===== src/rtl/branch_pc_unit_pkg.sv =====
// Shared definitions for the PC / conditional-branch sequencer:
// default datapath widths and the branch FSM state encoding.
package branch_pc_unit_pkg;

  localparam int BPU_WIDTH   = 32;
  localparam int BPU_C_WIDTH = 19;

  typedef enum logic [1:0] {
    ST_IDLE     = 2'd0,
    ST_WAIT_CON = 2'd1,
    ST_EVAL     = 2'd2
  } bpu_state_e;

endpackage


===== src/rtl/branch_pc_unit_sign_ext.sv =====
// Two's-complement sign extension of a C_WIDTH immediate field to WIDTH bits;
// shared with the datapath immediate path.
module branch_pc_unit_sign_ext
  import branch_pc_unit_pkg::*;
#(
  parameter int WIDTH   = BPU_WIDTH,
  parameter int C_WIDTH = BPU_C_WIDTH
) (
  input  logic [C_WIDTH-1:0] c_i,
  output logic [WIDTH-1:0]   ext_o
);

  assign ext_o = {{(WIDTH-C_WIDTH){c_i[C_WIDTH-1]}}, c_i};

endmodule


===== src/rtl/branch_pc_unit.sv =====
// Program counter with fetch increment, absolute load and a three-state
// conditional-branch sequencer that strobes the condition flop and applies the offset.
module branch_pc_unit
  import branch_pc_unit_pkg::*;
#(
  parameter int               WIDTH    = BPU_WIDTH,
  parameter int               C_WIDTH  = BPU_C_WIDTH,
  parameter logic [WIDTH-1:0] RESET_PC = {WIDTH{1'b0}}
) (
  input  logic               clk,
  input  logic               clr,
  input  logic               pc_inc,
  input  logic               pc_load,
  input  logic [WIDTH-1:0]   bus_in,
  input  logic               start,
  input  logic [C_WIDTH-1:0] ir_c,
  input  logic               con,
  output logic               con_en,
  output logic [WIDTH-1:0]   pc,
  output logic               busy,
  output logic               done,
  output logic               taken
);

  localparam logic [WIDTH-1:0] PC_ONE = {{(WIDTH-1){1'b0}}, 1'b1};

  bpu_state_e       state_q, state_d;
  logic [WIDTH-1:0] pc_q, pc_d;
  logic [WIDTH-1:0] off_q, off_d;
  logic             done_q, done_d;
  logic             taken_q, taken_d;
  logic [WIDTH-1:0] off_ext_s;

  branch_pc_unit_sign_ext #(
    .WIDTH   (WIDTH),
    .C_WIDTH (C_WIDTH)
  ) u_sign_ext (
    .c_i   (ir_c),
    .ext_o (off_ext_s)
  );

  // Next-state logic; a start issued together with inc/load branches from the updated PC.
  always_comb begin
    state_d = state_q;
    pc_d    = pc_q;
    off_d   = off_q;
    done_d  = 1'b0;
    taken_d = taken_q;
    case (state_q)
      ST_IDLE: begin
        if (pc_load) begin
          pc_d = bus_in;
        end else if (pc_inc) begin
          pc_d = pc_q + PC_ONE;
        end else begin
          pc_d = pc_q;
        end
        if (start) begin
          off_d   = off_ext_s;
          state_d = ST_WAIT_CON;
        end else begin
          state_d = ST_IDLE;
        end
      end
      ST_WAIT_CON: begin
        state_d = ST_EVAL;
      end
      ST_EVAL: begin
        done_d  = 1'b1;
        taken_d = con;
        if (con) begin
          pc_d = pc_q + off_q;
        end else begin
          pc_d = pc_q;
        end
        state_d = ST_IDLE;
      end
      default: begin
        state_d = ST_IDLE;
      end
    endcase
  end

  // State and output registers; clr aborts any branch in flight.
  always_ff @(posedge clk) begin
    if (clr) begin
      state_q <= ST_IDLE;
      pc_q    <= RESET_PC;
      off_q   <= {WIDTH{1'b0}};
      done_q  <= 1'b0;
      taken_q <= 1'b0;
    end else begin
      state_q <= state_d;
      pc_q    <= pc_d;
      off_q   <= off_d;
      done_q  <= done_d;
      taken_q <= taken_d;
    end
  end

  assign con_en = (state_q == ST_WAIT_CON);
  assign busy   = (state_q == ST_WAIT_CON) || (state_q == ST_EVAL);
  assign pc     = pc_q;
  assign done   = done_q;
  assign taken  = taken_q;

endmodule


===== config.mk =====
export PLATFORM = sky130hd
export DESIGN_NAME = branch_pc_unit
export DESIGN_NICKNAME = d
export VERILOG_FILES = /design/src/rtl/branch_pc_unit_pkg.sv /design/src/rtl/branch_pc_unit_sign_ext.sv /design/src/rtl/branch_pc_unit.sv
export SDC_FILE = /design/constraint.sdc
export NUM_CORES = 1
export LEC_CHECK = 0
export CORE_MARGIN = 2
export CORE_UTILIZATION = 45
export DETAILED_ROUTE_END_ITERATION = 6
export PLACE_DENSITY_LB_ADDON = 0.1
export SKIP_LAST_GASP = 1
export SLEW_MARGIN = 5
export SYNTH_ARGS = -nofsm -noshare
export SYNTH_HDL_FRONTEND = slang
export SYNTH_SLANG_ARGS = --single-unit

===== constraint.sdc =====
create_clock -name clk -period 3.16 [get_ports clk]
set_input_delay 0.632 -clock clk [delete_from_list [all_inputs] [get_ports clk]]
set_output_delay 0.632 -clock clk [all_outputs]
set_load 0.01 [all_outputs]

### Word level (Yosys, flattened, before mapping)

Cells that the tools add are included.

| storage, ports and cells | value |
|---|---|
| bits in latches | 0 |
| memory bits (writable) | 0 |
| bits in read-only memories | 0 |
| memories kept | 0 |
| register bits after elaboration | 55 |

| operators by class | value |
|---|---|
| $add $sub $neg | 2 |
| divide/modulo/power cells | 0 |
| magnitude comparators | 0 |
| bitwise gates (word level) | 0 |
| shift-type cells | 0 |
| $mul | 0 |
| equality and inequality tests | 4 |
| multiplexer cells | 7 |
| reduce and logical (&&, ||, !) cells | 5 |

Operators with widths:

| kind | number |
|---|---|
| 2-to-1 mux 32 bit | 3 |
| case mux 32 bit (2 select lines) | 1 |
| adder 32 x 1 -> 32 bit (second input constant) | 1 |
| adder 32 bit | 1 |
| case mux 2 bit (2 select lines) | 1 |
| inequality test 3 bit (second input constant) | 1 |
| AND reduction 3 bit | 1 |
| equality test 2 x 1 -> 1 bit (second input constant) | 1 |
| equality test 2 bit (second input constant) | 1 |
| logical NOT 2 bit | 1 |
| 2-to-1 mux 1 bit | 2 |
| inequality test 2 bit (second input constant) | 1 |
| AND reduction 2 bit | 1 |
| nonzero test 2 bit | 1 |
| logical OR 1 bit | 1 |

### Logic depth before layout (Yosys ltp)

Gate-level depths: netlist of the first run.

| depth | value |
|---|---|
| depth in word-level cells | 4 |
| mapped depth | 12 |
| gate-level depth less buffers | 11 |

### Hierarchy

Synthesis of the first run repeated with hierarchy kept, for this count alone.

| unflattened totals | value |
|---|---|
| cells, all modules | 779 |
| area, all modules | 5789.3 µm² |

Modules (own cells, without submodules):

| module | cells an instance | sequential area each (µm²) | area an instance (µm²) | instances |
|---|---|---|---|---|
| branch_pc_unit | 747 | 1361.3 | 5549.1 | 1 |
| branch_pc_unit_sign_ext | 32 | 0.0 | 240.2 | 1 |

### Worst setup path before layout of the first run

Ideal clock, no wire load.

| path | value |
|---|---|
| kind | flip-flop to flip-flop |
| start point | register pc_q[0], in the netlist pc[0] |
| end point | register pc_q[24], in the netlist pc[24] |
| library setup time | 115 ps |
| data arrival time | 3100 ps |
| path buffers | 0 |
| cell stages (with the launch flop) | 12 |
| path slack | -54 ps |
| path through | dfxtp_1 ha_1 fa_1 a211oi_1 o21ai_0 a211oi_1 o21a_1 o21ai_0 a221oi_1 o21bai_1 xnor2_1 a2111oi_0 |

| on the way | value |
|---|---|
| word-level cells in the longest chain between the ends | 4 |

RTL lines:

| what | line | text |
|---|---|---|
| start, declared | branch_pc_unit.sv:28 | `logic [WIDTH-1:0] pc_q, pc_d;` |
| start signal, assigned | branch_pc_unit.sv:94 | `pc_q <= pc_d;` |
| adder 32 x 1 -> 32 bit | branch_pc_unit.sv:54 | `pc_d = pc_q + PC_ONE;` |
| 2-to-1 mux 32 bit | branch_pc_unit.sv:53 | `end else if (pc_inc) begin` |
| 2-to-1 mux 32 bit | branch_pc_unit.sv:51 | `if (pc_load) begin` |
| case mux 32 bit (2 select lines) * | branch_pc_unit.sv:49 | `case (state_q)` |

Mark *: on every way between the ends. The rest lies on a longest branch, timed or not. The select of a mux whose other input is x is not followed.
A chain may end at the register's enable or synchronous reset.

### Worst setup path after layout of the first run

| path | value |
|---|---|
| start point | register pc_q[1], in the netlist pc[1] |
| end point | register pc_q[27], in the netlist pc[27] |

The elaborated chain is that of the path after synthesis.

==> results_dict.tcl, run 1 <==
set metrics [dict create \
    dp_hpwl_um 11140 \
    grt_pass1_wl_um 23850 \
    syn_inst 655 \
    post_route_cells_drive_above_1_share_pct 7.105 \
    syn_nets 748 \
    synth_top_area_share_pct 23.37 \
    worst_pin_slew_ps 781.3 \
    postCtsSetupBuffers 0 \
    drc 0 \
    yosys.area.top_type "dfxtp_1" \
    critical_path_class "reg2reg" \
    ff2ff_setup_slack_ps 280 \
    crit_arrival_ps 3070 \
    first_pass_iters 5 \
    r2r_end "pc[27]" \
    status "completed" \
    initial_core_util_pct 46.04 \
    ys_ff_latch 55 \
    synthDistinctLibCells 57 \
    drtAntennaViolNets 0 \
    rsz0062_at_grt "false" \
    place_ws_ps -45.69 \
    cp_cell_sequence "buf_4, ha_1, a211oi_1, o21ai_0, nand3_1, a311oi_1, nor2_2, nand2b_1, a221oi_1, xor2_1, a2111oi_0" \
    power.total_mw 2.150 \
    r2r-start "pc[1]" \
    fin_area_sq_um 5984 \
    synth_area_leaders "dfxtp_1 (23%), ha_1 (9.3%), a21oi_1 (8.8%)" \
    min_path_type "reg2reg" \
    wl_per_cell_um 16.81 \
    drt_iter0_drc 317 \
    worst_slack_ps 277.2 \
    slew_headroom_pct 47.78 \
    final_cell_count_no_fill 882 \
    die_x_um 106.3 \
    async_flop_share_pct 0 \
    post_dp_cell_area_sq_um 5856 \
    reg2regPathDepth 11 \
    final_core_util_pct 58.49 \
    syn_area_per_cell_sq_um 7.192 \
    power.density_nw_per_um2 359.2 \
    path_clk_slew_ps 110 \
    worstPathMaxFanout 6 \
    pin_count 93 \
    cts_sinks 55 \
    critPathCaptureType "register" \
    grt_overflow 0 \
    yosysSeqAreaShare_pct 23.37 \
    critical_path.top_delay_family "compound AO/OA/AOI/OAI gates" \
    cpPeakStageDelay_ps 430 \
    synth_edf_count 0 \
    wirelength_um 14830 \
    n_antenna_cell 0 \
    final_nets 838 \
    placed_cells 874 \
    clockBufferDepth 2 \
    cp-start-kind "register" \
    skew_ps 11.83 \
    min_period_ps 2883 \
    finalSetupTns_ps 0 \
    rows 37 \
    layout_commonest_cell "clkdlybuf4s50_1" \
    hold_viol 0 \
    maxCapViolCount 0 \
    netlist_area_sq_um 4711 \
    cp_slowest_cell "a2111oi_0" \
    io_buffers 92 \
    cts_max_level 2 \
    most-common-layout-cells "clkdlybuf4s50_1 (90), nand2_1 (85), a21oi_1 (82)" \
    core-area_sq_um 10230 \
    clkLatencyLatePin_ps 310 \
    cts_tree "done" \
    grt_max_degree 58 \
    min_period_over_period_pct 91.23 \
    yosysWarningCount 0 \
    routabilityCongestion 0.9268 \
    crit_required_ps 3350 \
    syn2layout_area_growth_pct 27.04 \
    setup_violations 0 \
    cp.depth 11 \
    grt_pass1_vias 4797 \
    worst_hold_slack_ps 470.1 \
    grt_use_total_pct 26.07 \
    cts_buffers 5 \
    peakVddDrop_uv 202.6 \
    root_buffer "clkbuf_8" \
    synth_ff_type "dfxtp_1" \
    fmax_mhz 346.9 \
    dieArea_sq_um 11300 \
    dieHeight_um 106.3 \
    drv_slew 0 \
    worstSetupStartpoint "pc[1]" \
    avgViaCountPerCell 5.829 \
    crit_end "pc[27]" \
    power_leakage_nw 2.392 \
    vias 5141 \
    critPathBufInv 1 \
    grt_antenna_before_repair 0 \
]
==> power breakdown <==
part	internal [mW]	switching [mW]
registers	0.758	0.0795
clock network	0.181	0.249
logic	0.411	0.471
total	1.35	0.800
==> layout make-up <==
cell class                 count  area, sq um
tap                          136        170.2
clock buffer                   7        86.33
multi-input combinational    544         3430
inverter                      20        75.07
sequential                    55         1101
fill                         988         4247
timing repair buffer         119         1114
clock inverter                 1        8.758
==> sequential cells by signal (all words and copies together) (netlist names) <==
signal / cells
pc: 32
off_q: 19
state_q: 2
done: 1
taken: 1
==> worst min path at each step <==
stage	start	to	slack [ps]	cells after the start
2_1_floorplan	off_q[0]	off_q[0]	440	2
3_3_place_gp	off_q[0]	off_q[0]	450	2
3_5_place_dp	off_q[0]	off_q[0]	460	2
4_1_cts	off_q[6]	off_q[6]	470	2
5_1_grt	off_q[6]	off_q[6]	490	2
6_report	off_q[6]	off_q[6]	470	2
==> worst register-to-register path, stage by stage, from the launching register on <==
cell       delay, ps
dfxtp_1          350
buf_4            170
ha_1             300
a211oi_1         210
o21ai_0          190
nand3_1          160
a311oi_1         140
nor2_2           230
nand2b_1         120
a221oi_1         340
xor2_1           110
a2111oi_0        430
==> per-layer routing <==
metal  vias to the layer above  part of all wire, %  routed length [um]  GRT usage (%)
met5                         -                    0                   0              0
met4                         0                  1.5                 229          6.109
met3                        22                  5.7                 838          2.943
met2                       184                   48                7189          45.65
met1                      2387                   44                6570          34.25
li1                       2548                    -                   -              -
==> cells by family after synthesis <==
kind of cell / after synthesis / synth area share, %
AOI/OAI and AO/OA: 213 / 28.05
xor gates and xnor gates: 49 / 9.110
adders and majority gates: 36 / 9.721
buffers and inverters: 56 / 4.807
DFF: 55 / 23.37
muxes: 8 / 1.700
and+or+nand+nor: 238 / 23.24
==> cell usage after synthesis (all sizes together) (5+ instances only) <==
cell type and instances:
a31oi 5, xor2 22, a21oi 83, o21ai 43, a211oi 21, buf 8
a2111oi 5, o21bai 9, nand4 11, nand2b 7, mux2i 8, dfxtp 55
nor2 65, and3 6, clkbuf 28, xnor2 27, a21o 15, nand2 85
inv 19, nand3 28, ha 35, nor3 14
==> repair_timing <==
item                       CTS  global route
pin swaps                    0             4
setup endpoints to repair    2             3
gates resized for setup      2             8
hold endpoints to repair     0             0
hold buffers                 0             0
Note: power is estimated with default switching activity, not from simulation.
==> run 2, diff against run 1 <==
Settings changed: CAP_MARGIN from default to 25, PLACE_DENSITY from default to 0.76, PLACE_DENSITY_LB_ADDON 0.1 to default.
==> run 2 against run 1 <==
- critical path depth unchanged
- power up 2.5%
- critical endpoint is now pc[24]
- final cell count unchanged
- clock power up 15%
- non-clock buffer count unchanged
- hold slack better by 2.4 ps
==> results_dict.tcl, run 2 (synthesis gave the netlist of run 1 again) <==
set metrics [dict create \
    status "completed" \
    r2r_end "pc[24]" \
    peakVddDrop_uv 206.8 \
    finalSetupTns_ps 0 \
    grt_pass1_vias 5015 \
    wl_per_cell_um 16.45 \
    r2r-start "pc[0]" \
    drc 0 \
    wirelength_um 14510 \
    die_x_um 106.3 \
    initial_core_util_pct 46.04 \
    cts_max_level 2 \
    hp-start "off_q[17]" \
    final_nets 838 \
    dp_hpwl_um 10720 \
    slew_headroom_pct 48.14 \
    power.total_mw 2.203 \
    grt_max_degree 58 \
    min_period_over_period_pct 95.16 \
    syn2layout_area_growth_pct 27.07 \
    io_buffers 92 \
    power_leakage_nw 2.396 \
    worstHoldEndpoint "off_q[17]" \
    most-common-layout-cells "clkdlybuf4s50_1 (90), nand2_1 (85), a21oi_1 (82)" \
    ff2ff_setup_slack_ps 150 \
    final_core_util_pct 58.51 \
    fmax_mhz 332.6 \
    min_path_type "reg2reg" \
    first_pass_iters 5 \
    core-area_sq_um 10230 \
    cts_sinks 55 \
    maxCapViolCount 0 \
    post_route_cells_drive_above_1_share_pct 6.836 \
    post_dp_cell_area_sq_um 5848 \
    critical_path_class "reg2reg" \
    avgViaCountPerCell 5.763 \
    grt_overflow 0 \
    min_period_ps 3007 \
    cp-start-kind "register" \
    vias 5083 \
    crit_required_ps 3370 \
    routabilityCongestion 0.9815 \
    drv_slew 0 \
    grt_antenna_before_repair 0 \
    dieArea_sq_um 11300 \
    fin_area_sq_um 5986 \
    dieHeight_um 106.3 \
    nFillCells 966 \
    drtAntennaViolNets 0 \
    cts_tree "done" \
    clockBufferDepth 2 \
    hold_viol 0 \
    pin_count 93 \
    grt_pass1_wl_um 24010 \
    n_antenna_cell 0 \
    skew_ps 8.156 \
    power.density_nw_per_um2 368.0 \
    rows 37 \
    clkLatencyLatePin_ps 310 \
    rsz0062_at_grt "false" \
    largest_reg_flops 32 \
    worstPathMaxFanout 3 \
    critPathCaptureType "register" \
    path_clk_slew_ps 110 \
    whs_path_depth 2 \
    grt_use_total_pct 25.94 \
    reg2regPathDepth 11 \
    setup_violations 0 \
    root_buffer "clkbuf_8" \
    cts_buffers 5 \
    worst_pin_slew_ps 777.9 \
    crit_arrival_ps 3220 \
    layout_commonest_cell "clkdlybuf4s50_1" \
    drt_iter0_drc 273 \
]
[run 2: how the worst max path moves through the flow]
| stage | startpoint | to | slack [ps] | cells after the start |
|---|---|---|---|---|
| floorplan | pc[0] | pc[24] | 40 | 11 |
| global placement | pc[0] | pc[24] | 10 | 11 |
| detailed placement | pc[0] | pc[24] | -70 | 11 |
| CTS | pc[0] | pc[24] | 20 | 11 |
| global route | pc[0] | pc[20] | 10 | 12 |
| finish | pc[0] | pc[24] | 150 | 11 |
[run 2: per-layer routing]
layer / routed length, um / GRT usage (%) / vias to the layer above
met1: 6511 / 33.12 / 2374
met5: 0 / 0 / -
met3: 802 / 3.127 / 18
li1: - / - / 2538
met4: 161 / 6.203 / 0
met2: 7033 / 46.38 / 153
[run 2: cell type report]
| class | instances | area, sq um | share of cell area [%] |
|---|---|---|---|
| well taps | 136 | 170.2 | 2.843 |
| inverters | 20 | 75.07 | 1.254 |
| clock buffers | 5 | 68.82 | 1.150 |
| multi-input cells | 544 | 3413 | 57.02 |
| repair buffers | 119 | 1114 | 18.60 |
| clock inverters | 3 | 43.79 | 0.7316 |
| flip-flops and latches | 55 | 1101 | 18.39 |
[run 2: power by group]
group	total, mW	internal (mW)	switching, mW
logic	0.867	0.405	0.462
registers	0.842	0.758	0.0836
clock network	0.494	0.237	0.257
[run 2: worst max-delay path: stages, from the launching register on]
cell       delay [ps]
dfxtp_1           330
ha_1              240
fa_1              410
a211oi_2          250
o21ai_1           140
a211oi_2          250
o21a_1            160
o21ai_0           180
a221oi_2          320
o21bai_1          130
xnor2_1           140
a2111oi_2         350
[run 2: what timing repair did]
action,4_1_cts,5_1_grt
setup endpoints to repair,2,3
setup buffers,1,0
pin swaps,1,2
gates resized for setup,2,4
hold buffers,0,0
[run 2: through the flow]
stage / cells / hold slack (ps) / setup slack, ps
floorplan: 655 / 440.0 / 41.86
global placement: 873 / 451.6 / 14.48
detailed placement: 873 / 457.3 / -66.45
CTS: 882 / 473.1 / 20.94
global route: 882 / 491.7 / 11.61
finish: 882 / 472.5 / 153.0
==> run 3, diff against run 2 <==
Settings changed: TNS_END_PERCENT from default to 50.
==> run 3 against run 2 <==
- clock skew hardly changed
- critical path depth stayed put
- non-clock buffer count stayed put
- combinational power hardly changed
- largest power group unchanged
- clock power hardly changed
==> results_dict.tcl, run 3 (synthesis gave the netlist of run 1 again) <==
set metrics [dict create \
    drc 0 \
    grt_use_total_pct 25.94 \
    worst_pin_slew_ps 766.0 \
    cts_max_level 2 \
    drv_slew 0 \
    grt_antenna_before_repair 0 \
    grt_max_degree 58 \
    wl_per_cell_um 16.40 \
    final_core_util_pct 58.51 \
    finalSetupTns_ps 0 \
    peakVddDrop_uv 206.5 \
    min_period_over_period_pct 96.93 \
    crit_arrival_ps 3280 \
    vias 5072 \
    status "completed" \
    largest_reg_flops 32 \
    multiInputGateArea_sq_um 3413 \
    grt_pass1_wl_um 24010 \
    slew_headroom_pct 48.93 \
    die_x_um 106.3 \
    pin_count 93 \
    layout_commonest_cell "clkdlybuf4s50_1" \
    min_path_type "reg2reg" \
    cp-start-kind "register" \
    wirelength_um 14470 \
    core-area_sq_um 10230 \
    clkLatencyLatePin_ps 310 \
    grt_overflow 0 \
    post_dp_cell_area_sq_um 5848 \
    path_clk_slew_ps 110 \
    cts_sinks 55 \
    grt_pass1_vias 5015 \
    dieArea_sq_um 11300 \
    cts_buffers 5 \
    skew_ps 8.117 \
    cts_tree "done" \
    rsz0062_at_grt "true" \
    first_pass_iters 5 \
    min_period_ps 3063 \
    seqCellArea_sq_um 1101 \
    fin_area_sq_um 5986 \
    worst_hold_slack_ps 472.5 \
    most-common-layout-cells "clkdlybuf4s50_1 (90), nand2_1 (85), a21oi_1 (82)" \
    clockBufferDepth 2 \
    crit_required_ps 3370 \
    critPathCaptureType "register" \
    syn2layout_area_growth_pct 27.07 \
    power.density_nw_per_um2 367.6 \
    avgViaCountPerCell 5.751 \
    io_buffers 92 \
    post_route_cells_drive_above_1_share_pct 6.836 \
    drt_iter0_drc 265 \
    dp_hpwl_um 10720 \
    maxCapViolCount 0 \
    hold_viol 0 \
    critical_path_class "reg2reg" \
    dieHeight_um 106.3 \
    hold_buffers 0 \
    setup_violations 0 \
    fmax_mhz 326.5 \
    n_antenna_cell 0 \
    power.total_mw 2.200 \
    rows 37 \
    root_buffer "clkbuf_8" \
    initial_core_util_pct 46.04 \
    nFillCells 966 \
    routabilityCongestion 0.9815 \
    final_nets 838 \
    drtAntennaViolNets 0 \
    worstPathMaxFanout 3 \
    power_leakage_nw 2.396 \
]
==> run 3: cell counts in the layout (fill, tap and decap cells not counted) <==
Identical to the previous run, type by type.
==> run 3: critical path, cell delays in order (launching register included) <==
cell,delay (ps)
dfxtp_1,330
ha_1,250
fa_1,410
a211oi_2,250
o21ai_1,140
a211oi_2,290
o21a_1,160
o21ai_0,180
a221oi_2,330
o21bai_1,130
xnor2_1,140
a2111oi_2,350
==> run 3: stage by stage <==
step / worst slack (ps) / cells
floorplan: 41.86 / 655
global placement: 14.48 / 873
detailed placement: -66.45 / 873
CTS: 20.94 / 882
global route: -47.14 / 882
finish: 97.07 / 882
==> run 3: worst paths after layout <==
check / start / endpoint / slack, ps / cells after the start
max: pc[0] / pc[24] / 100 / 11
min: off_q[17] / off_q[17] / 470 / 2
max reg2reg: pc[0] / pc[24] / 100 / 11
min reg2reg: off_q[17] / off_q[17] / 470 / 2
==> run 3: final cells by class <==
| class | count | share of cell area (%) |
|---|---|---|
| Tap cell | 136 | 2.843 |
| Clock inverter | 3 | 0.7316 |
| Clock buffer | 5 | 1.150 |
| Timing Repair Buffer | 119 | 18.60 |
| Multi-Input combinational cell | 544 | 57.02 |
| Sequential cell | 55 | 18.39 |
| Inverter | 20 | 1.254 |
==> run 3: repair_timing <==
action                     in CTS  in global routing
setup buffers                   1                  0
setup endpoints to repair       2                  3
gates resized for setup         2                  4
pin swaps                       1                  0
==> run 3: power breakdown <==
part / total (mW) / switching (mW) / internal [mW]
sequential: 0.842 / 0.0834 / 0.758
combinational: 0.866 / 0.461 / 0.405
clock: 0.493 / 0.256 / 0.237
==> run 3: layer usage <==
metal  share of wire, %  vias up  GRT usage, %  wire length [um]
met2                 48      155         46.38              6978
met1                 45     2358         33.12              6513
met5                  0        -             0                 0
met4                1.1        0         6.203               161
met3                5.6       18         3.127               816
li1                   -     2541             -                 -
